**src/rtl/apb_mem_arbiter.sv**
```systemverilog
// Two-requester round-robin APB master: one SETUP/ACCESS transfer at a time, response routed back to the owner.
// Latency: grant +1 SETUP, +2 ACCESS, done pulse one cycle after pready (or after TIMEOUT ACCESS cycles).
module apb_mem_arbiter #(
    parameter int ADDR_W  = 8,
    parameter int DATA_W  = 8,
    parameter int TIMEOUT = 16
) (
    input  logic              pclk,
    input  logic              prst,
    input  logic              r0_req,
    input  logic              r0_write,
    input  logic [ADDR_W-1:0] r0_addr,
    input  logic [DATA_W-1:0] r0_wdata,
    output logic              r0_done,
    output logic [DATA_W-1:0] r0_rdata,
    output logic              r0_err,
    input  logic              r1_req,
    input  logic              r1_write,
    input  logic [ADDR_W-1:0] r1_addr,
    input  logic [DATA_W-1:0] r1_wdata,
    output logic              r1_done,
    output logic [DATA_W-1:0] r1_rdata,
    output logic              r1_err,
    output logic [ADDR_W-1:0] paddr,
    output logic              pwrite,
    output logic [DATA_W-1:0] pwdata,
    output logic              psel,
    output logic              penable,
    input  logic [DATA_W-1:0] prdata,
    input  logic              pready,
    input  logic              pslverr
);
    localparam int CNT_W = $clog2(TIMEOUT);
    localparam logic [CNT_W-1:0] CNT_LAST = CNT_W'(TIMEOUT - 1);

    typedef enum logic [1:0] {IDLE, SETUP, ACCESS, COMPLETE} state_t;

    state_t            state;
    state_t            state_nxt;
    logic              owner;
    logic              prio;
    logic              grant;
    logic              any_req;
    logic              timeout_hit;
    logic              fin;
    logic [DATA_W-1:0] fin_rdata;
    logic              fin_err;
    logic [CNT_W-1:0]  tcnt;

    assign any_req     = r0_req | r1_req;
    // The priority pointer only matters when both requesters collide.
    assign grant       = (r0_req && r1_req) ? prio : r1_req;
    assign timeout_hit = (tcnt == CNT_LAST);
    assign fin         = (state == ACCESS) && (pready || timeout_hit);

    always_ff @(posedge pclk) begin
        if (prst) begin
            state <= IDLE;
        end else begin
            state <= state_nxt;
        end
    end

    always_comb begin
        state_nxt = state;
        case (state)
            IDLE:     if (any_req) state_nxt = SETUP;
            SETUP:    state_nxt = ACCESS;
            ACCESS:   if (pready || timeout_hit) state_nxt = COMPLETE;
            COMPLETE: state_nxt = IDLE;
            default:  state_nxt = IDLE;
        endcase
    end

    always_comb begin
        psel    = (state == SETUP) || (state == ACCESS);
        penable = (state == ACCESS);
        r0_done = (state == COMPLETE) && !owner;
        r1_done = (state == COMPLETE) && owner;
    end

    // An abort (no pready) reports err=1 with zero data; writes never echo prdata.
    always_comb begin
        fin_rdata = '0;
        fin_err   = 1'b1;
        if (pready) begin
            fin_rdata = pwrite ? '0 : prdata;
            fin_err   = pslverr;
        end
    end

    always_ff @(posedge pclk) begin
        if (prst) begin
            owner    <= 1'b0;
            prio     <= 1'b0;
            paddr    <= '0;
            pwrite   <= 1'b0;
            pwdata   <= '0;
            tcnt     <= '0;
            r0_rdata <= '0;
            r0_err   <= 1'b0;
            r1_rdata <= '0;
            r1_err   <= 1'b0;
        end else begin
            if (state == IDLE && any_req) begin
                owner  <= grant;
                prio   <= ~grant;
                paddr  <= grant ? r1_addr  : r0_addr;
                pwrite <= grant ? r1_write : r0_write;
                pwdata <= grant ? r1_wdata : r0_wdata;
                tcnt   <= '0;
            end
            if (state == ACCESS && !pready && !timeout_hit) begin
                tcnt <= tcnt + 1'b1;
            end
            if (fin && !owner) begin
                r0_rdata <= fin_rdata;
                r0_err   <= fin_err;
            end
            if (fin && owner) begin
                r1_rdata <= fin_rdata;
                r1_err   <= fin_err;
            end
        end
    end
endmodule

```
**config.mk**
```make
export PLATFORM = sky130hd
export DESIGN_NAME = apb_mem_arbiter
export DESIGN_NICKNAME = d
export VERILOG_FILES = /design/src/rtl/apb_mem_arbiter.sv
export SDC_FILE = /design/constraint.sdc
export NUM_CORES = 1
export LEC_CHECK = 0
export CAP_MARGIN = 20
export CORE_MARGIN = 2
export CORE_UTILIZATION = 55
export DETAILED_ROUTE_END_ITERATION = 16
export DONT_BUFFER_PORTS = 1
export PLACE_DENSITY = 0.7
export SLEW_MARGIN = 20
export SYNTH_ARGS = -nofsm -noshare
export SYNTH_HDL_FRONTEND = slang
export SYNTH_SLANG_ARGS = --single-unit
```
**constraint.sdc**
```tcl
create_clock -name pclk -period 3.1 [get_ports pclk]
set_input_delay 0.62 -clock pclk [delete_from_list [all_inputs] [get_ports pclk]]
set_output_delay 0.62 -clock pclk [all_outputs]
set_load 0.02 [all_outputs]
```
==> results of run 1 <==
==> report_power, final <==
group | leakage, nW | internal [mW] | switching, mW
sequential | 0.351 | 0.647 | 0.160
combinational | 0.271 | 0.152 | 0.208
clock | 0.0489 | 0.195 | 0.184
total | 0.671 | 0.994 | 0.553
==> cell families after synthesis <==
kind of cell,count (synthesis),synth area share [%]
buffers and inverters,12,3.331
multiplexers,1,0.5670
AND/OR/NAND/NOR,44,17.01
flip-flops,43,48.76
AO/OA/AOI/OAI,55,26.29
adder cells (fa/ha/maj),5,3.544
XOR/XNOR,1,0.4962
==> metrics by stage <==
step / hold slack (ns) / setup slack [ns] / std cells / area, um2
after floorplan: 0.4648 / 1.410 / 161 / 1765
after global placement: 0.4668 / 1.206 / 196 / 1773
after detailed placement: 0.4848 / 1.102 / 196 / 1773
after CTS: 0.2961 / 1.077 / 204 / 1863
after global routing: 0.2791 / 0.8239 / 204 / 1863
final: 0.3213 / 1.089 / 204 / 1863
==> worst max path at each step <==
stage	start	to	slack [ns]	depth (start not counted)
detailed placement	state[0]	r0_rdata[6]	1.10	5
CTS	state[0]	r0_rdata[6]	1.08	5
global route	state[0]	r0_rdata[7]	0.82	5
global placement	state[0]	r0_rdata[5]	1.21	5
floorplan	state[0]	r0_rdata[0]	1.41	6
finish	state[0]	r0_rdata[6]	1.09	5
==> placed cells by master (no fill, tap or decap), types with 3 or more instances in the layout <==
cell type	netlist	final
dfxtp_1	43	43
nor3b_1	18	18
a221o_1	17	17
a22o_1	16	16
nand2_1	5	5
a31oi_1	5	5
ha_1	5	5
clkbuf_4	0	5
a21oi_1	4	4
o211ai_1	4	4
inv_1	3	3
nor2b_1	3	3
nand2b_1	3	3
nand3_1	3	3
a211oi_1	3	3
==> cell usage after synthesis, types with 2 or more instances <==
cell type | count | area share, %
inv_1 | 3 | 0.64
dfxtp_1 | 43 | 49
clkbuf_1 | 2 | 0.43
ha_1 | 5 | 3.5
a221o_1 | 17 | 9.6
a31oi_1 | 5 | 1.8
nand3_1 | 3 | 0.85
nand2_1 | 5 | 1.1
a22o_1 | 16 | 7.9
nor3b_1 | 18 | 7.7
buf_2 | 5 | 1.4
buf_4 | 2 | 0.85
nand2b_1 | 3 | 1.1
nor2_1 | 2 | 0.43
a21oi_1 | 4 | 1.1
or3_1 | 2 | 0.71
a211oi_1 | 3 | 1.3
o211ai_1 | 4 | 1.7
nor2b_1 | 3 | 1.1
==> state kept, by name, indices dropped and copies added, names as in the netlist <==
signal,count
paddr,8
pwdata,8
r0_rdata,8
r1_rdata,8
tcnt,4
state,2
owner,1
prio,1
pwrite,1
r0_err,1
r1_err,1
==> area by class of cell <==
class                      count  area [um2]  share of cell area, %
tap                           44       55.05                  2.955
multi-input combinational    106       845.8                  45.40
sequential                    43       860.8                  46.21
inverter                       3       11.26                 0.6044
clock buffer                   6       51.30                  2.754
clock inverter                 2       38.79                  2.082
==> layer usage <==
metal  GRT usage [%]  vias up
met5               0        -
met4           7.143        0
met3           9.168        7
met2           30.72       78
met1           23.88      639
li1                -      631
==> run_results.csv, run 1 <==
group,metric,value,unit
timing,slew_viol_final,0,
synthesis,ys.flop_type,"dfxtp_1",
min_path,hold_depth,1,
routing,dr_wl_met2,1728,um
routing,via_per_inst,6.642,
critical_path,cpLargestDelayFamily,"simple AND/OR/NAND/NOR gates",
critical_path,r2r_end,"r0_rdata[6]",
clocking,cts.clk_slew.worst_paths,0.13,ns
floorplan,fp.coreArea,3053,um2
global_route,grt_pass1_wl,5395,um
critical_path,cp_max_fo,9,
routing,top_layer,"met4",
synthesis,netlist_area,1765,um2
critical_path,required,3.41,ns
power_and_ir_drop,power,1.546,mW
critical_path,critPathKind,"flop to flop",
floorplan,dieArea,3679,um2
critical_path,cp_cell_sequence,"inv_1 > ha_1 > nand2_1 > nor4_2 > a22o_1",
timing,maxSlewHeadroom,33.22,%
timing,tns,0,ns
placement,dp_hpwl,2683,um
final_layout,drive_gt1_share,8.750,%
clocking,clock_sinks,43,
clocking,cts_resized,0,
clocking,post_cts_buffers,0,
clocking,ctsHoldBuffers,0,
synthesis,syn_area_per_cell,10.97,um2
clocking,clock_latency,0.36,ns
floorplan,initial_utilization,57.83,%
synthesis,synth-edff-count,0,
final_layout,finish.utilization,61.02,%
status,outcome,"complete, no violations",
critical_path,cp.arrival,2.33,ns
floorplan,placementRows,20,
clocking,htreeDepth,2,
clocking,clockBufferDepth,2,
timing,rsz0062_at_grt,"false",
global_route,antenna_found_initial,0,
power_and_ir_drop,ir_drop,0.4133,mV
timing,setup_viol,0,
timing,clock.fmax,0.4972,GHz
routing,wl_met3,392,um
timing,hold_viol_final,0,
placement,place.gp.congestion,0.7971,
routing,drtAntennaViolNets,0,
final_layout,area_growth,5.528,%
run,drv_cap,0,
critical_path,startpoint_type,"flop",
routing,vias,1355,
synthesis,yosysUniqueCellTypes,35,
placement,io_buffers,0,
synthesis,yosysWarningCount,0,
final_layout,nets,212,
power_and_ir_drop,power_density,830.1,nW/um2
critical_path,max_stage_delay,0.58,ns
timing,finalCriticalPeriod,2.011,ns
synthesis,async_flop_share,0,%
global_route,grt_usage,19.69,%
timing,tightest_slew,0.9999,ns
routing,drc,0,
timing,clock_skew,0.01177,ns
clocking,tritoncts,"done",
power_and_ir_drop,leakage,0.6709,nW
synthesis,synth.net_count,214,
routing,wl_per_cell,17.74,um
global_route,grt_pass1_vias,1190,
floorplan,ios,87,
routing,wl,3619,um
synthesis,synth_seq_cells,43,
global_route,grt_overflow,0,
final_layout,fillers,274,
routing,drt-pass1-iter-count,4,
routing,m1WireLength,1445,um
synthesis,syn_inst,161,
floorplan,die_y,60.66,um
clocking,numCtsBuffers,5,
critical_path,slowest_stage,"nor4_2",
timing,min_period_over_period,64.88,%
min_path,hold_start,"prst",
global_route,grt_max_degree,35,
critical_path,end_kind,"flop",
floorplan,die_width,60.66,um
critical_path,r2r_cells,5,
critical_path,ff2ff_setup_slack,1.09,ns
min_path,hold_path_class,"primary input to flop",
critical_path,path_buf_inv,1,
min_path,min_to,"prio",
routing,drt-initial-drc-count,125,
critical_path,r2r-start,"state[0]",
synthesis,seq_area_frac_synth,48.76,%
final_layout,diodes,0,
clocking,cts-root-buf,"clkbuf_4",
(Power assumes the default switching activity.)
==> run 2: changes to the inputs <==
--- a/config.mk
+++ b/config.mk
@@ -10,7 +10,7 @@
 export CORE_UTILIZATION = 55
 export DETAILED_ROUTE_END_ITERATION = 16
 export DONT_BUFFER_PORTS = 1
-export PLACE_DENSITY = 0.7
+export PLACE_DENSITY = 0.73
 export SLEW_MARGIN = 20
 export SYNTH_ARGS = -nofsm -noshare
 export SYNTH_HDL_FRONTEND = slang
==> constraint.sdc (replaced) <==
create_clock -name pclk -period 1.65 [get_ports pclk]
set_input_delay 0.33 -clock pclk [delete_from_list [all_inputs] [get_ports pclk]]
set_output_delay 0.33 -clock pclk [all_outputs]
set_load 0.02 [all_outputs]
==> run_results.csv, run 2 (synthesis results as in run 1) <==
group,metric,value,unit
status,outcome,"complete, no violations",
placement,dp_hpwl,2897,um
global_route,grt_pass1_wl,6099,um
final_layout,final_cell_mix,"dfxtp_1, nor3b_1, a221o_1, a22o_1, buf_4",
final_layout,diodes,0,
clocking,numCtsBuffers,5,
placement,io_buffers,0,
floorplan,die_width,60.66,um
timing,fin_worst_hold_slack,0.03432,ns
final_layout,instances_no_fill,215,
power_and_ir_drop,power_density,1475,nW/um2
critical_path,max_stage_delay,0.35,ns
timing,tightest_slew,0.4895,ns
timing,rsz0062_at_grt,"false",
power_and_ir_drop,ir_drop,0.9183,mV
power_and_ir_drop,power,2.909,mW
clocking,clock_sinks,43,
timing,clock_skew,0.005713,ns
critical_path,end_kind,"primary output",
min_path,min_to,"tcnt[3]",
timing,hold_viol_final,0,
placement,place_inst,202,
power_and_ir_drop,sw_frac_of_total,37.67,%
critical_path,cp_max_fo,8,
min_path,hold_depth,1,
min_path,hold_start,"prst",
timing,slew_viol_final,0,
timing,clock.fmax,0.6311,GHz
final_layout,design_area,1972,um2
global_route,grt_pass1_vias,1361,
timing,finalCriticalPeriod,1.585,ns
power_and_ir_drop,pwr-share-clk,17.2,%
floorplan,placementRows,20,
timing,maxSlewHeadroom,67.02,%
routing,drtAntennaViolNets,0,
global_route,grt_overflow,0,
clocking,clockBufferDepth,2,
critical_path,timing.critical_path.mode_cell,"buf_4",
timing,setup_viol,0,
floorplan,ios,87,
critical_path,slowest_stage,"dfxtp_1",
routing,wl,3948,um
placement,placed_area,1839,um2
floorplan,die_y,60.66,um
run,drv_cap,0,
routing,vias,1349,
global_route,grt_usage,22.44,%
routing,wl_per_cell,18.36,um
power_and_ir_drop,combPwrFrac,30.6,%
critical_path,cp_cell_sequence,"inv_1 > buf_4 > ha_4 > buf_4",
clocking,tritoncts,"done",
clocking,cts-root-buf,"clkbuf_4",
power_and_ir_drop,p_switching,1.096,mW
floorplan,dieArea,3679,um2
critical_path,cpLargestDelayFamily,"buffers and inverters",
final_layout,area_growth,11.69,%
clocking,clock_latency,0.35,ns
critical_path,r2r_cells,7,
timing,min_period_over_period,96.04,%
global_route,antenna_found_initial,0,
clocking,cts.clk_slew.worst_paths,0.12,ns
power_and_ir_drop,leakage,0.7179,nW
routing,via_per_inst,6.274,
critical_path,path_buf_inv,3,
clocking,htreeDepth,2,
critical_path,cp.arrival,1.25,ns
power_and_ir_drop,intPower,1.813,mW
critical_path,r2r_end,"r1_rdata[6]",
clocking,ctsHoldBuffers,0,
power_and_ir_drop,p_seq_share,52.2,%
final_layout,nets,223,
critical_path,r2r-start,"state[0]",
critical_path,critPathKind,"flop to primary output",
global_route,grt_max_degree,35,
final_layout,drive_gt1_share,15.20,%
critical_path,required,1.32,ns
final_layout,finish.utilization,64.59,%
floorplan,fp.coreArea,3053,um2
routing,drt-pass1-iter-count,4,
final_layout,final_common_cell,"dfxtp_1",
placement,place.gp.congestion,0.8467,
routing,drt-initial-drc-count,90,
floorplan,initial_utilization,57.83,%
critical_path,startpoint_type,"flop",
min_path,hold_path_class,"primary input to flop",
routing,drc,0,
critical_path,ff2ff_setup_slack,0.14,ns
-- run 2: per-stage QoR --
stage	setup TNS, ns	setup WS [ns]
after floorplan	0	0.08380
after global placement	-1.769	-0.1073
after detailed placement	-3.149	-0.1906
after CTS	0	0.01030
after global routing	0	0.001726
final	0	0.06538
-- run 2: layout make-up --
type / instances / area [um2]
timing repair buffer: 11 / 107.6
sequential: 43 / 860.8
fill: 258 / 1081
multi-input combinational: 106 / 883.3
tap: 44 / 55.05
clock buffer: 6 / 41.29
inverter: 3 / 11.26
clock inverter: 2 / 12.51
-- run 2: worst max-delay path by stage --
stage                   from     endpoint  cells past startpoint  slack [ns]
floorplan           state[0]  r0_rdata[0]                      6        0.08
global placement    state[0]     paddr[1]                      5       -0.11
detailed placement  state[1]     paddr[0]                      5       -0.19
finish              state[0]      penable                      4        0.07
CTS                 state[1]     paddr[0]                      5        0.01
global route        state[1]      r0_done                      3       0.002
-- run 2: worst register-to-register path: stages, from the launching register on --
cell     delay [ns]
dfxtp_1        0.35
inv_1          0.06
buf_4          0.15
ha_4           0.18
nand2_1        0.19
nor4_4         0.07
buf_4          0.18
a22o_1         0.24
-- run 2: routing by layer --
| layer | vias to the layer above | GRT usage (%) | share of wire (%) |
|---|---|---|---|
| met5 | - | 0 | 0 |
| met4 | 0 | 9.006 | 1.9 |
| met3 | 8 | 10.45 | 10 |
| met2 | 63 | 37.17 | 48 |
| met1 | 633 | 25.00 | 40 |
| li1 | 645 | - | - |
-- run 2: what timing repair did --
action | in CTS | in global routing
gates resized for setup | 4 | 1
pin swaps | 0 | 4
endpoints found under the setup margin | 35 | 34
buffers inserted | 0 | 5
-- run 2: power by group through the flow --
stage / sequential, mW / combinational, mW / clock (mW)
after floorplan: 1.50 / 0.629 / 0
after global placement: 1.53 / 0.772 / 0
after detailed placement: 1.54 / 0.814 / 0
after CTS: 1.52 / 0.835 / 0.509
after global routing: 1.54 / 0.973 / 0.560
final: 1.52 / 0.891 / 0.500
